### src/rtl/job_timer_pkg.sv
// job_timer_pkg: state encoding and default widths shared by the job_timer block.
package job_timer_pkg;

    typedef enum logic [1:0] {
        IDLE  = 2'd0,
        START = 2'd1,
        RUN   = 2'd2,
        DONE  = 2'd3
    } state_t;

    localparam int LEN_W_DEF = 16;
    localparam int CNT_W_DEF = 8;

endpackage

### src/rtl/job_timer_cnt.sv
// job_timer_cnt: loadable down-counter tracking the cycles a job has left to run.
module job_timer_cnt #(
    parameter int W = 16
) (
    input  logic         clock,
    input  logic         reset,
    input  logic         load,
    input  logic [W-1:0] load_val,
    input  logic         dec,
    output logic [W-1:0] remain,
    output logic         is_one
);

    always_ff @(posedge clock) begin
        if (!reset)
            remain <= '0;
        else if (load)
            remain <= load_val;
        else if (dec && remain != '0)
            remain <= remain - W'(1);
    end

    assign is_one = remain == W'(1);

endmodule

### src/rtl/job_timer.sv
// job_timer: accepts a job, pulses start, waits req_len cycles, pulses done; optional abort via JOB_TIMER_ABORT_EN.
module job_timer
    import job_timer_pkg::*;
#(
    parameter int LEN_W = LEN_W_DEF,
    parameter int CNT_W = CNT_W_DEF
) (
    input  logic             clock,
    input  logic             reset,
    input  logic             req_valid,
    input  logic [LEN_W-1:0] req_len,
    output logic             req_ready,
    output logic             start,
    output logic             done,
    output logic             busy,
    output logic [CNT_W-1:0] job_count
`ifdef JOB_TIMER_ABORT_EN
    ,
    input  logic             abort,
    output logic             aborted
`endif
);

    state_t           state, state_n;
    logic [LEN_W-1:0] len_q;
    logic [LEN_W-1:0] remain;
    logic             cnt_one;
    logic             cnt_load;
    logic             cnt_dec;
    logic             accept;

    assign req_ready = (state == IDLE) && reset;
    assign accept    = req_valid && req_ready;
    assign start     = state == START;
    assign done      = state == DONE;
    assign busy      = state != IDLE;

    job_timer_cnt #(.W(LEN_W)) u_cnt (
        .clock    (clock),
        .reset    (reset),
        .load     (cnt_load),
        .load_val (len_q),
        .dec      (cnt_dec),
        .remain   (remain),
        .is_one   (cnt_one)
    );

    always_ff @(posedge clock) begin
        if (!reset) begin
            state     <= IDLE;
            len_q     <= '0;
            job_count <= '0;
        end else begin
            state <= state_n;
            if (accept)
                len_q <= req_len;
            if (state == DONE)
                job_count <= job_count + CNT_W'(1);
        end
    end

    always_comb begin
        state_n  = state;
        cnt_load = 1'b0;
        cnt_dec  = 1'b0;
        case (state)
            IDLE:  state_n = accept ? START : IDLE;
            START: begin
                cnt_load = 1'b1;
                state_n  = (len_q == '0) ? DONE : RUN;
            end
            // A zero remain here is unreachable; leaving RUN anyway keeps the FSM from sticking.
            RUN: begin
                cnt_dec = 1'b1;
                state_n = (cnt_one || remain == '0) ? DONE : RUN;
            end
            DONE:    state_n = IDLE;
            default: state_n = IDLE;
        endcase
`ifdef JOB_TIMER_ABORT_EN
        if (abort && (state == START || state == RUN))
            state_n = DONE;
`endif
    end

`ifdef JOB_TIMER_ABORT_EN
    // Set only on the edge that enters DONE through an abort, so it lines up with that done pulse.
    always_ff @(posedge clock) begin
        if (!reset)
            aborted <= 1'b0;
        else
            aborted <= abort && (state == START || state == RUN);
    end
`endif

endmodule

### config.mk
export PLATFORM = sky130hd
export DESIGN_NAME = job_timer
export DESIGN_NICKNAME = d
export VERILOG_FILES = /design/src/rtl/job_timer_pkg.sv /design/src/rtl/job_timer_cnt.sv /design/src/rtl/job_timer.sv
export SDC_FILE = /design/constraint.sdc
export NUM_CORES = 1
export LEC_CHECK = 0
export CORE_MARGIN = 1
export CORE_UTILIZATION = 55
export CTS_CLUSTER_SIZE = 12
export DETAILED_ROUTE_END_ITERATION = 6
export GPL_TIMING_DRIVEN = 0
export HOLD_SLACK_MARGIN = 0.05
export PLACE_DENSITY_LB_ADDON = 0.25
export SLEW_MARGIN = 20
export SYNTH_ARGS = -nofsm -noshare
export SYNTH_HDL_FRONTEND = slang
export SYNTH_SLANG_ARGS = --single-unit
export TNS_END_PERCENT = 1
### constraint.sdc
create_clock -name clock -period 4.4 [get_ports clock]
set_input_delay 0.88 -clock clock [delete_from_list [all_inputs] [get_ports clock]]
set_output_delay 0.88 -clock clock [all_outputs]
set_load 0.005 [all_outputs]
==> flow_summary.json <==
{
  "status": "completed",
  "placement_rows": 21,
  "reg2reg_from": "u_cnt.remain[0]$_SDFFE_PN0P_",
  "period_minus_slack_ns": 3.38,
  "avgSynthCellArea_um2": 8.20,
  "dp_slack_ns": 1.01,
  "ys_ff_latch": 42,
  "cts_tree": "yes",
  "cp-startpoint": "reset",
  "drt-wirelength-per-cell_um": 14.4,
  "grt_pass1_vias": 1759,
  "setup_ws_ns": 1.02,
  "cp.required_ns": 3.52,
  "maxCapViolCount": 0,
  "p_leak_nw": 0.887,
  "fillers": 268,
  "nNetsFinal": 314,
  "fmax_ghz": 0.295,
  "grtUsageTotal_pct": 26.1,
  "n_antenna_cell": 0,
  "slew_headroom_pct": 53.5,
  "hold_class": "register to register",
  "coreArea_um2": 3440,
  "powerDensity_nw_per_um2": 646,
  "clkSinkCount": 42,
  "critical_path_class": "primary input to primary output",
  "yosysTopAreaCell": "dfxtp_1",
  "final-hold-violation-count": 0,
  "clk_pin_slew_worst_paths_ns": 0.07,
  "start_util_pct": 59.6,
  "peakVddDrop_mv": 0.362,
  "synth.most_common_cell": "dfxtp_1",
  "antenna_found_initial": 0,
  "yosysTopAreaCellShare_pct": 41.0,
  "grt_max_degree": 13,
  "skew_ns": 0.00574,
  "cts_htree_levels": 2,
  "min_from": "len_q[15]$_SDFFE_PN0P_",
  "antenna_left": 0,
  "cts_made_buffers": 5,
  "slew_viol_final": 0,
  "startpoint_type": "primary input",
  "die_w_um": 63.1,
  "synth_top_family_by_area": "simple AND/OR/NAND/NOR gates",
  "hold_buffers": 0,
  "drc": 0,
  "cts_root_buffer": "clkbuf_8",
  "dp_hpwl_mm": 3.47,
  "p_total_w": 0.00162,
  "ys_seq_area_share_pct": 41.0,
  "post_cts_resized": 0,
  "overflow": 0,
  "ys_top_cells_by_count": "dfxtp_1 (42), nand2_1 (41), o21ai_0 (35), nor2_1 (16), clkbuf_1 (10)",
  "die_y_um": 63.1,
  "io_buffers": 30,
  "worst_pin_slew_ns": 0.691,
  "fin_crit_sh_pct": 76.9,
  "clock_path_buffers": 2,
  "synth_fa_ha_area_share_pct": 4.88,
  "synth_cells": 250,
  "cp_max_fo": 10,
  "cts_setup_buffers": 0,
  "synth_warnings": 0,
  "area_delta_synth_final_pct": 21.9,
  "final_util_pct": 72.6,
  "grt_pass1_wl_mm": 8.16,
  "crit_path_end_kind": "primary output",
  "arrival_ns": 2.50,
  "seq_area_um2": 841,
  "synthTopCellsByArea": "dfxtp_1 (41%), o21ai_0 (8.5%), nand2_1 (7.5%)",
  "vias_per_cell": 5.87,
  "dieArea_um2": 3980,
  "muxShareOfSynthArea_pct": 0.488,
  "pin_count": 31,
  "synthXorXnorAreaFrac_pct": 2.14,
  "syn-num-nets": 277,
  "setup_violations": 0,
  "drt_iter0_markers": 217,
  "synth-edff-count": 0,
  "synth-compound-area-share_pct": 19.4,
  "final_layout_size_suffix_gt1_share_pct": 7.64,
  "clock_latency_ns": 0.30,
  "fin_tns_setup_ns": 0,
  "via_count": 1960,
  "synthArstFlopShare_pct": 0,
  "synthSimpleGateAreaFrac_pct": 27.5,
  "routed_wl_mm": 4.80,
  "syn-cell-area_um2": 2050,
  "synth_cell_type_count": 47,
  "multi_input_area_um2": 1110,
  "first_pass_iters": 5,
  "synth_top_flop_cell": "dfxtp_1",
  "gp_congestion": 0.936,
  "rsz0062_at_grt": "no"
}
state kept, by name, indices dropped and copies added, names as in the netlist:
name and cells:
state 2, job_count 8, u_cnt.remain 16, len_q 16
through the flow:
| step | cells | cell area (um2) | hold WS [ns] |
|---|---|---|---|
| finish | 334 | 2500 | 0.482 |
| global route | 334 | 2500 | 0.512 |
| CTS | 334 | 2500 | 0.484 |
| detailed placement | 326 | 2410 | 0.472 |
| global placement | 326 | 2410 | 0.455 |
| floorplan | 250 | 2050 | 0.432 |
worst paths after layout:
kind                                   end  slack [ns]  cells after the start
max                              req_ready        1.02                      5
min                 len_q[15]$_SDFFE_PN0P_        0.48                      2
max reg2reg  u_cnt.remain[13]$_SDFFE_PN0P_        1.97                      6
min reg2reg         len_q[15]$_SDFFE_PN0P_        0.48                      2
cell families (layout without fill, tap and decap cells):
| logic type | count (synthesis) | count (layout) |
|---|---|---|
| flops | 42 | 42 |
| simple gates | 106 | 106 |
| fa+ha+maj | 8 | 8 |
| mux | 1 | 1 |
| xor+xnor | 5 | 5 |
| compound gates | 66 | 66 |
| buf+inv | 22 | 60 |
per-layer routing:
layer | wire length [um] | share of wire [%] | track usage, %
met1 | 2310 | 48 | 35.4
met2 | 2190 | 46 | 39.2
met3 | 221 | 4.6 | 6.34
met4 | 82 | 1.7 | 11.0
met5 | 0 | 0 | 0
cells in the final DEF (no fill, tap or decap), drive strengths merged, types with 2 or more instances in the layout:
master / count
nand4: 5
inv: 8
clkdlybuf4s50: 30
o21ai: 35
o311ai: 2
or3: 9
nand2: 41
or4: 8
nor3b: 2
nand3: 2
nor3: 4
xor2: 4
or4b: 2
a311oi: 3
dfxtp: 42
nor2: 16
buf: 3
or2: 2
a21oi: 7
o31ai: 3
ha: 8
and3: 2
clkbuf: 17
nor4: 7
a31oi: 8
critical path: stages:
cell	delay [ns]
clkdlybuf4s50_1	0.57
inv_1	0.15
clkbuf_1	0.26
nor2_1	0.14
clkdlybuf4s50_1	0.50
power by group:
| group | internal [W] | total, W | switching [W] | leakage (nW) |
|---|---|---|---|---|
| Clock | 0.000127 | 0.000261 | 0.000134 | 0.0482 |
| Sequential | 0.000486 | 0.000601 | 0.000115 | 0.344 |
| Combinational | 0.000335 | 0.000754 | 0.000419 | 0.495 |
cell type report:
cell class | instances | share of cell area (%)
multi-input combinational | 186 | 44.6
buffer | 14 | 2.60
tap | 46 | 2.30
timing repair buffer | 30 | 12.0
sequential | 42 | 33.6
clock inverter | 1 | 0.200
clock buffer | 7 | 3.45
inverter | 8 | 1.20
Note: power is estimated with default switching activity, not from simulation.
